==> config.mk <==
export PLATFORM = sky130hd
export DESIGN_NAME = bus_arbiter_flat
export DESIGN_NICKNAME = d
export VERILOG_FILES = /design/src/rtl/bus_arbiter_if.sv /design/src/rtl/bus_arbiter.sv /design/src/flat_wrapper.sv
export SDC_FILE = /design/constraint.sdc
export NUM_CORES = 1
export LEC_CHECK = 0
export CAP_MARGIN = 10
export CORE_MARGIN = 1
export CORE_UTILIZATION = 43
export CTS_CLUSTER_DIAMETER = 100
export DETAILED_ROUTE_END_ITERATION = 6
export PLACE_DENSITY = 0.8
export REMOVE_ABC_BUFFERS = 1
export SLEW_MARGIN = 20
export SYNTH_ARGS = -nofsm -noshare
export SYNTH_HDL_FRONTEND = slang
export SYNTH_SLANG_ARGS = --single-unit
==> constraint.sdc <==
create_clock -name clk -period 1.9 [get_ports clk]
set_input_delay 0.285 -clock clk [delete_from_list [all_inputs] [get_ports clk]]
set_output_delay 0.285 -clock clk [all_outputs]
set_load 0.02 [all_outputs]
==> src/rtl/bus_arbiter_if.sv <==
// External memory bus between the arbiter (master) and the memory/bus fabric (slave).
// A transaction completes in the cycle where ext_req and ext_ack are both high.
interface bus_arbiter_if;
  logic        ext_req;
  logic        ext_we;
  logic [31:0] ext_addr;
  logic [31:0] ext_wdata;
  logic [3:0]  ext_wstrb;
  logic        ext_ack;
  logic [31:0] ext_rdata;

  modport master (
    output ext_req, ext_we, ext_addr, ext_wdata, ext_wstrb,
    input  ext_ack, ext_rdata
  );

  modport slave (
    input  ext_req, ext_we, ext_addr, ext_wdata, ext_wstrb,
    output ext_ack, ext_rdata
  );
endinterface

==> src/rtl/bus_arbiter.sv <==
// Round-robin arbiter sharing one external bus between instruction fetch and data access,
// with byte/half/word lane steering for stores and extraction/extension for loads.
module bus_arbiter (
  input  logic          clk,
  input  logic          resetn,
  input  logic          fetch_req,
  input  logic [31:0]   fetch_addr,
  input  logic          fetch_flush,
  output logic [31:0]   fetch_data,
  output logic          fetch_ready,
  input  logic          data_load,
  input  logic          data_store,
  input  logic [31:0]   data_addr,
  input  logic [31:0]   data_store_data,
  input  logic [1:0]    data_size,
  input  logic          data_signed,
  output logic [31:0]   data_load_data,
  output logic          data_ready,
  bus_arbiter_if.master ext
);

  typedef enum logic [1:0] {IDLE, BUSY_F, BUSY_D, RESP} state_t;
  typedef enum logic {GRANT_FETCH, GRANT_DATA} grant_t;

  state_t      state_q, state_d;
  grant_t      last_q, last_d;
  logic        flush_q, flush_d;
  logic        store_q, store_d;
  logic        signed_q, signed_d;
  logic [1:0]  size_q, size_d;
  logic [1:0]  off_q, off_d;
  logic        req_q, req_d;
  logic        we_q, we_d;
  logic [31:0] addr_q, addr_d;
  logic [31:0] wdata_q, wdata_d;
  logic [3:0]  wstrb_q, wstrb_d;
  logic        fready_q, fready_d;
  logic        dready_q, dready_d;
  logic [31:0] fdata_q, fdata_d;
  logic [31:0] ldata_q, ldata_d;

  logic        fetch_pend, data_pend, grant_data, ack;
  logic [31:0] lane_data;
  logic [3:0]  lane_strb;
  logic        fetch_addr_unused;

  // Fetches are word aligned, so the low address bits carry no information.
  assign fetch_addr_unused = ^fetch_addr[1:0];

  assign fetch_pend = fetch_req && !fetch_flush;
  assign data_pend  = data_load || data_store;
  assign grant_data = data_pend && (!fetch_pend || last_q == GRANT_FETCH);
  assign ack        = req_q && ext.ext_ack;

  function automatic logic [31:0] extract(input logic [31:0] word, input logic [1:0] size,
                                          input logic [1:0] off, input logic sgn);
    logic [7:0]  b;
    logic [15:0] h;
    b = word[{off, 3'b000} +: 8];
    h = off[1] ? word[31:16] : word[15:0];
    case (size)
      2'b00:   return {{24{sgn & b[7]}}, b};
      2'b01:   return {{16{sgn & h[15]}}, h};
      default: return word;
    endcase
  endfunction

  always_comb begin
    // NOTE: every combinational output gets a default before any branch, so no latch is inferred.
    lane_data = data_store_data;
    lane_strb = 4'b1111;
    case (data_size)
      2'b00: begin
        lane_data = {4{data_store_data[7:0]}};
        lane_strb = 4'b0001 << data_addr[1:0];
      end
      2'b01: begin
        lane_data = {2{data_store_data[15:0]}};
        lane_strb = 4'b0011 << {data_addr[1], 1'b0};
      end
      default: ;
    endcase
  end

  always_comb begin
    state_d  = state_q;
    last_d   = last_q;
    flush_d  = flush_q;
    store_d  = store_q;
    signed_d = signed_q;
    size_d   = size_q;
    off_d    = off_q;
    req_d    = req_q;
    we_d     = we_q;
    addr_d   = addr_q;
    wdata_d  = wdata_q;
    wstrb_d  = wstrb_q;
    fready_d = 1'b0;
    dready_d = 1'b0;
    fdata_d  = fdata_q;
    ldata_d  = ldata_q;
    unique case (state_q)
      IDLE: begin
        flush_d = 1'b0;
        if (grant_data) begin
          state_d  = BUSY_D;
          last_d   = GRANT_DATA;
          req_d    = 1'b1;
          we_d     = data_store;
          addr_d   = {data_addr[31:2], 2'b00};
          wdata_d  = data_store ? lane_data : 32'h0;
          wstrb_d  = data_store ? lane_strb : 4'b0000;
          store_d  = data_store;
          signed_d = data_signed;
          size_d   = data_size;
          off_d    = data_addr[1:0];
        end else if (fetch_pend) begin
          state_d = BUSY_F;
          last_d  = GRANT_FETCH;
          req_d   = 1'b1;
          we_d    = 1'b0;
          addr_d  = {fetch_addr[31:2], 2'b00};
          wdata_d = 32'h0;
          wstrb_d = 4'b0000;
        end
      end
      BUSY_F: begin
        if (fetch_flush) flush_d = 1'b1;
        if (ack) begin
          state_d  = RESP;
          req_d    = 1'b0;
          flush_d  = 1'b0;
          fready_d = !(flush_q || fetch_flush);
          if (fready_d) fdata_d = ext.ext_rdata;
        end
      end
      BUSY_D: begin
        if (ack) begin
          state_d  = RESP;
          req_d    = 1'b0;
          we_d     = 1'b0;
          wstrb_d  = 4'b0000;
          dready_d = 1'b1;
          ldata_d  = store_q ? 32'h0 : extract(ext.ext_rdata, size_q, off_q, signed_q);
        end
      end
      RESP: state_d = IDLE;
    endcase
  end

  // NOTE: sequential state uses non-blocking assignments so every register samples pre-edge values.
  always_ff @(posedge clk or negedge resetn) begin
    if (!resetn) begin
      state_q  <= IDLE;
      last_q   <= GRANT_FETCH;
      flush_q  <= 1'b0;
      store_q  <= 1'b0;
      signed_q <= 1'b0;
      size_q   <= 2'b00;
      off_q    <= 2'b00;
      req_q    <= 1'b0;
      we_q     <= 1'b0;
      addr_q   <= 32'h0;
      wdata_q  <= 32'h0;
      wstrb_q  <= 4'b0000;
      fready_q <= 1'b0;
      dready_q <= 1'b0;
      fdata_q  <= 32'h0;
      ldata_q  <= 32'h0;
    end else begin
      state_q  <= state_d;
      last_q   <= last_d;
      flush_q  <= flush_d;
      store_q  <= store_d;
      signed_q <= signed_d;
      size_q   <= size_d;
      off_q    <= off_d;
      req_q    <= req_d;
      we_q     <= we_d;
      addr_q   <= addr_d;
      wdata_q  <= wdata_d;
      wstrb_q  <= wstrb_d;
      fready_q <= fready_d;
      dready_q <= dready_d;
      fdata_q  <= fdata_d;
      ldata_q  <= ldata_d;
    end
  end

  assign ext.ext_req    = req_q;
  assign ext.ext_we     = we_q;
  assign ext.ext_addr   = addr_q;
  assign ext.ext_wdata  = wdata_q;
  assign ext.ext_wstrb  = wstrb_q;
  // A flush landing in the response cycle itself still cancels the fetch delivery.
  assign fetch_ready    = fready_q && !fetch_flush;
  assign fetch_data     = fdata_q;
  assign data_ready     = dready_q;
  assign data_load_data = ldata_q;

endmodule

==> src/flat_wrapper.sv <==
// flat-port wrapper written by rule: the top's interface ports become plain ports
module bus_arbiter_flat 
  (clk, resetn, fetch_req, fetch_addr, fetch_flush, fetch_data, fetch_ready, data_load, data_store, data_addr, data_store_data, data_size, data_signed, data_load_data, data_ready, ext_ext_req, ext_ext_we, ext_ext_addr, ext_ext_wdata, ext_ext_wstrb, ext_ext_ack, ext_ext_rdata);
  bus_arbiter_if ext_i ();
  input  logic clk;
  input  logic resetn;
  input  logic fetch_req;
  input  logic [31:0] fetch_addr;
  input  logic fetch_flush;
  output logic [31:0] fetch_data;
  output logic fetch_ready;
  input  logic data_load;
  input  logic data_store;
  input  logic [31:0] data_addr;
  input  logic [31:0] data_store_data;
  input  logic [1:0] data_size;
  input  logic data_signed;
  output logic [31:0] data_load_data;
  output logic data_ready;
  output wire logic [$bits(ext_i.ext_req)-1:0] ext_ext_req;
  output wire logic [$bits(ext_i.ext_we)-1:0] ext_ext_we;
  output wire logic [$bits(ext_i.ext_addr)-1:0] ext_ext_addr;
  output wire logic [$bits(ext_i.ext_wdata)-1:0] ext_ext_wdata;
  output wire logic [$bits(ext_i.ext_wstrb)-1:0] ext_ext_wstrb;
  input wire logic [$bits(ext_i.ext_ack)-1:0] ext_ext_ack;
  input wire logic [$bits(ext_i.ext_rdata)-1:0] ext_ext_rdata;
  assign ext_ext_req = ext_i.ext_req;
  assign ext_ext_we = ext_i.ext_we;
  assign ext_ext_addr = ext_i.ext_addr;
  assign ext_ext_wdata = ext_i.ext_wdata;
  assign ext_ext_wstrb = ext_i.ext_wstrb;
  assign ext_i.ext_ack = ext_ext_ack;
  assign ext_i.ext_rdata = ext_ext_rdata;
  bus_arbiter u_core (.clk(clk), .resetn(resetn), .fetch_req(fetch_req), .fetch_addr(fetch_addr), .fetch_flush(fetch_flush), .fetch_data(fetch_data), .fetch_ready(fetch_ready), .data_load(data_load), .data_store(data_store), .data_addr(data_addr), .data_store_data(data_store_data), .data_size(data_size), .data_signed(data_signed), .data_load_data(data_load_data), .data_ready(data_ready), .ext(ext_i));
endmodule
## Word-level counts from Yosys, hierarchy flattened

Index checks and enable logic that the tools add are counted.

- Bits of input ports: 138
- Memory bits (read-only): 0
- Logic and storage cells: 92
- Memories kept: 0
- Flip-flop bits (word level): 146
- Bits in latches: 0
- Output and inout bits: 136
- RAM bits: 0

- Add/subtract/negate cells: 0
- Div/mod/pow operators: 0
- Reduce and logical (&&, ||, !) cells: 26
- Mux-type cells: 34
- $mul: 0
- Order comparisons: 0
- Bitwise gates (word level): 4
- Equality and inequality tests: 9
- Shift-type cells: 3

Operators by type and width:

| cell | count |
|---|---|
| 2-to-1 mux 32 bit | 6 |
| case mux 32 bit (2 select lines) | 2 |
| variable part select 32 x 6 -> 8 bit | 1 |
| 2-to-1 mux 16 bit | 1 |
| 2-to-1 mux 4 bit | 4 |
| case mux 4 bit (2 select lines) | 2 |
| 2-to-1 mux 1 bit | 12 |
| AND reduction 2 bit | 5 |
| AND reduction 3 bit | 3 |
| nonzero test 2 bit | 4 |
| equality test 2 x 1 -> 1 bit, second input constant | 3 |
| logical NOT 2 bit | 3 |
| 2-to-1 mux 2 bit | 3 |
| case mux 1 bit (2 select lines) | 3 |
| case mux 2 bit (3 select lines) | 1 |
| equality test 2 bit, second input constant | 2 |
| logical AND 1 bit | 4 |
| != test 2 x 1 -> 1 bit, second input constant | 2 |
| << shifter 1 x 2 -> 4 bit, first input constant | 1 |
| << shifter 2 x 2 -> 4 bit, first input constant | 1 |
| logical NOT 1 bit | 3 |
| logical OR 1 bit | 3 |
| != test 3 x 1 -> 1 bit, second input constant | 1 |
| != test 3 x 2 -> 1 bit, second input constant | 1 |
| 3 further kinds | 5 |

## Depth between registers and ports, before layout

Gate-level depths: netlist of run 1.

- Depth after elaboration: 7
- Depth in mapped cells: 8
- Mapped depth without buffers: 5

## Worst setup path before layout of run 1

No wires, ideal clock.

- Path kind: flip-flop to flip-flop
- From: register u_core.state_q[0]
- To: register u_core.ldata_q[20], in the netlist u_core.data_load_data[20]
- Data arrival time: 1.572 ns
- Path slack: 0.202 ns
- Required time: 1.774 ns
- Cell stages (with the launch flop): 8
- Period minus slack after synthesis: 1.698 ns
- Buffers on the path: 2
- Setup time: 0.126 ns
- Cells stage by stage: dfrtp_1 > inv_1 > ha_1 > nor3b_4 > and2_1 > buf_4 > buf_2 > a221o_1

- Cells in the longest elaborated chain, start to end: 2

Ends and longest elaborated chain:

| element | line | source |
|---|---|---|
| from (decl) | bus_arbiter.sv:25 | `state_t state_q, state_d;` |
| from (signal assigned) | bus_arbiter.sv:171 | `state_q <= state_d;` |
| equality test 2 bit | -- |  |
| AND reduction 2 bit (no line) | -- |  |
| to (signal assigned) | bus_arbiter.sv:186 | `ldata_q <= ldata_d;` |
| to (decl) | bus_arbiter.sv:40 | `logic [31:0] ldata_q, ldata_d;` |

Every way passes these cells.
A chain may end at the register's enable or synchronous reset.

## Final worst setup path of run 1

- From: input fetch_flush
- To: output fetch_ready

- Cells in the longest elaborated chain, start to end: 2

Ends and longest elaborated chain:

| element | line | source |
|---|---|---|
| from (decl) | flat_wrapper.sv:9 | `input logic fetch_flush;` |
| logical NOT 1 bit | bus_arbiter.sv:196 | `assign fetch_ready = fready_q && !fetch_flush;` |
| logical AND 1 bit | bus_arbiter.sv:196 |  |
| to (decl) | flat_wrapper.sv:11 | `output logic fetch_ready;` |

Every way passes these cells.

==> results of run 1 <==
-- routing by layer --
layer	wire length [um]	up-vias	GRT usage
met1	7520	2861	0.289
met4	216	2	0.0716
met2	9180	241	0.414
li1	-	2793	-
met5	13	-	0
met3	1510	20	0.0816
-- critical path, stage by stage --
cell	delay [ns]
sky130_fd_sc_hd__clkdlybuf4s50_1	0.47
sky130_fd_sc_hd__nor2b_1	0.15
sky130_fd_sc_hd__clkdlybuf4s50_1	0.63
-- final cells by class --
| cell class | instances | area, um2 |
|---|---|---|
| clock inverters | 14 | 203 |
| multi-input cells | 416 | 2790 |
| flip-flops and latches | 144 | 3600 |
| fillers | 1149 | 4630 |
| inverters | 13 | 48.8 |
| clock buffers | 18 | 439 |
| repair buffers | 319 | 3200 |
| well taps | 188 | 235 |
-- Yosys cell counts, drive strengths merged --
cell     number  area [um2]
o2111a        1        12.5
and3          1        6.26
o22ai         2        12.5
nand3b        1        7.51
nand2        91         344
a32oi         1        8.76
a21o          1        7.51
inv          13        48.8
buf          23         133
a211oi        2        15.0
and2          1        6.26
mux2         36         405
a21oi        33         169
o32ai         4        35.0
o2bb2ai       2        17.5
nand2b        5        31.3
nor2         24        90.1
o21ba         1        10.0
dfrtp       144        3600
nor3          2        10.0
nor3b         1        18.8
a22o          8        70.1
ha            3        37.5
nor2b         4        25.0
or3           1        6.26
nand3         3        15.0
o21ai        88         440
mux2i        64         644
a32o          8        80.1
o31ai         1        12.5
clkbuf       20        75.1
a21boi        1        7.51
conb          1        3.75
a31oi         1        6.26
a22oi         7        52.6
a221o        16         160
-- flip-flops by register name, indices dropped and copies added (netlist names) --
register / cells
u_core.data_load_data: 32
u_core.ext.ext_wdata: 32
u_core.fetch_data: 32
u_core.ext.ext_addr: 30
u_core.ext.ext_wstrb: 4
u_core.off_q: 2
u_core.size_q: 2
u_core.state_q: 2
u_core.data_ready: 1
u_core.ext.ext_req: 1
u_core.ext.ext_we: 1
u_core.flush_q: 1
u_core.fready_q: 1
u_core.last_q: 1
u_core.signed_q: 1
u_core.store_q: 1
-- path summary, 6_finish.rpt --
path | start | end | slack [ns]
hold reg to reg | u_core.ext.ext_addr[22] | u_core.ext.ext_addr[22] | 0.48
setup / recovery | fetch_flush | fetch_ready | 0.08
hold / removal | resetn | u_core.fetch_data[16] | 0.39
min in group clk | data_signed | u_core.signed_q | 0.47
max in group asynchronous | resetn | u_core.fetch_data[30] | 0.87
setup reg to reg | u_core.size_q[0] | u_core.data_load_data[15] | 0.13
-- stage by stage --
step	power (mW)	utilization	setup WS [ns]	instance area, um2
after floorplan	9.18	-	-2.07	6420
after global placement	13.1	0.651	-0.0592	9860
after detailed placement	13.3	0.651	-0.0914	9860
after CTS	17.0	0.694	0.0712	10500
after global routing	17.8	0.694	0.0207	10500
final	16.9	0.694	0.0787	10500
-- repair_timing --
action                     in CTS  in global routing
hold buffers                    1                  0
setup endpoints to repair       0                  1
gates resized for setup         0                  1
setup buffers                   0                  0
hold endpoints to repair       44                  0
-- kinds of logic after synthesis --
| logic type | Yosys count | synth area share |
|---|---|---|
| AOI/OAI and AO/OA | 177 | 0.169 |
| adders and majority gates | 3 | 0.00566 |
| buffers and inverters | 56 | 0.0387 |
| DFF | 144 | 0.544 |
| muxes | 100 | 0.158 |
| other | 1 | 0.000566 |
| and+or+nand+nor | 134 | 0.0846 |
-- power groups by stage --
stage	combinational [mW]	clock, mW	sequential, mW
3_3_place_gp	8.00	0	5.13
5_1_grt	8.72	3.81	5.30
6_report	8.13	3.59	5.13
2_1_floorplan	2.56	0	6.62
4_1_cts	8.18	3.65	5.14
3_5_place_dp	8.14	0	5.17
==> results by group, run 1 <==
Floorplan
  • Area of the core region: 15,100 um2
  • Horizontal die dimension: 126 um
  • Area enclosed by the die boundary: 15,900 um2
  • Overall die height: 126 um
  • # rows: 45
  • Effective utilization at floorplan: 0.438
  • Number of ports placed on the die boundary: 274

Timing
  • Setup violations, final: 0
  • Unrepaired setup endpoints after global routing: no
  • Max transition margin: 0.559
  • Hold Fails Final Rpt: 0
  • Final worst path period need: 1.82 ns
  • Period utilization: 0.959
  • TNS Setup: 0 ns
  • Worst hold-check slack: 0.393 ns
  • Highest Clock Rate: 549 MHz
  • Worst Tran Pin Value: 0.661 ns
  • Max-slew violation total from the final report: 0
  • Clock Skews: 0.0104 ns

Detailed routing
  • DRC violation total after the first TritonRoute iteration: 350
  • Wire length after detailed routing: 18.4 mm
  • Per-cell via count in the routed design: 5.32
  • Post-DRT Antenna Nets: 0
  • Routed WL per cell: 16.6 um
  • DR vias: 5,917
  • Post-route DRC violation count: 0
  • Iteration count of the initial detailed-routing pass: 5

Pwr
  • Share of total power in sequential cells: 0.305
  • Psw: 6.24 mW
  • Worst voltage drop across the vdd grid: 0.792 mV
  • Switching fraction of total power: 0.370
  • Internal power contribution: 10.6 mW
  • Total power per unit cell area: 1600 nW/um2
  • Combinational share of power: 0.482
  • Leakage power: 4.72 nW
  • Clk network pwr share: 0.213

Global routing
  • Number of global-route vias before repair: 5,869
  • Overflow left after global routing: 0
  • Pin count of the biggest net entering global routing: 50
  • Initial antenna violation count: 1
  • Global-route wire length before repair: 30.0 mm
  • Global Route Usage Sum: 0.242

Placed design
  • Gp weighted congestion: 0.806
  • Number of buffers inserted by port buffering: 269
  • Half-perimeter wire length after detailed placement: 13.5 mm
  • Post-Place Cells: 1,079

Clocking
  • CTS root buffer: sky130_fd_sc_hd__clkbuf_16
  • Clk slew on worst S/H paths: 0.06 ns
  • Worst skew pair latency: 0.42 ns
  • Buffer levels on the longest clock path: 2
  • TritonCTS clock tree: built
  • H-tree depth reported by CTS: 4
  • Total number of clock tree sinks: 144
  • Total CTS buffers: 17

Cells and area
  • Most used cells in the layout excluding fill and tap cells: 268 x sky130_fd_sc_hd__clkdlybuf4s50_1, 144 x sky130_fd_sc_hd__dfrtp_1, 90 x sky130_fd_sc_hd__nand2_1
  • Layout Area Growth over Synthesis: 58.7%
  • Fraction of final layout cells with drive strength greater than 1: 0.110
  • Commonest non-fill, non-tap cell in the layout: sky130_fd_sc_hd__clkdlybuf4s50_1
  • Number of nets in the layout: 1,052
  • Layout Cells excl Fill: 1,112
  • Number of antenna repair diodes: 0

Worst setup path
  • Critical path fanouts, max: 3
  • Required time of the worst setup path: 1.62 ns
  • Kind of launch point of the worst setup path: input port
  • Data arrival time of the worst path: 1.54 ns
  • FF-to-FF path depth: 4
  • Type of destination of the critical path: primary output
  • Crit Path Class: input port to primary output

Synth
  • Count of synthesis-stage warnings from yosys: 0
  • Seq cells post-synth: 144
  • Synthesized area per cell: 10.8 um2
  • Gate Count Post-Synth: 615
  • Part of the Yosys area used for sequential elements: 0.544
  • Distinct cells, synth: 44
  • Area of the mapped netlist: 6630 um2

Outcome
  • Result of the run: completed

Min path
  • Type of the most critical hold path: input port to async pin

Job
  • Number of maximum-capacitance constraint violations: 0
No activity file was read; power rests on OpenSTA's default activity.
==> run 2: changes to the inputs <==
--- a/config.mk
+++ b/config.mk
@@ -8,7 +8,7 @@
 export CAP_MARGIN = 10
 export CORE_MARGIN = 1
 export CORE_UTILIZATION = 43
-export CTS_CLUSTER_DIAMETER = 100
+export CTS_CLUSTER_DIAMETER = 40
 export DETAILED_ROUTE_END_ITERATION = 6
 export PLACE_DENSITY = 0.8
 export REMOVE_ABC_BUFFERS = 1
==> results of run 2 <==
Final layout, timing and power as in run 1 (identical DEF).
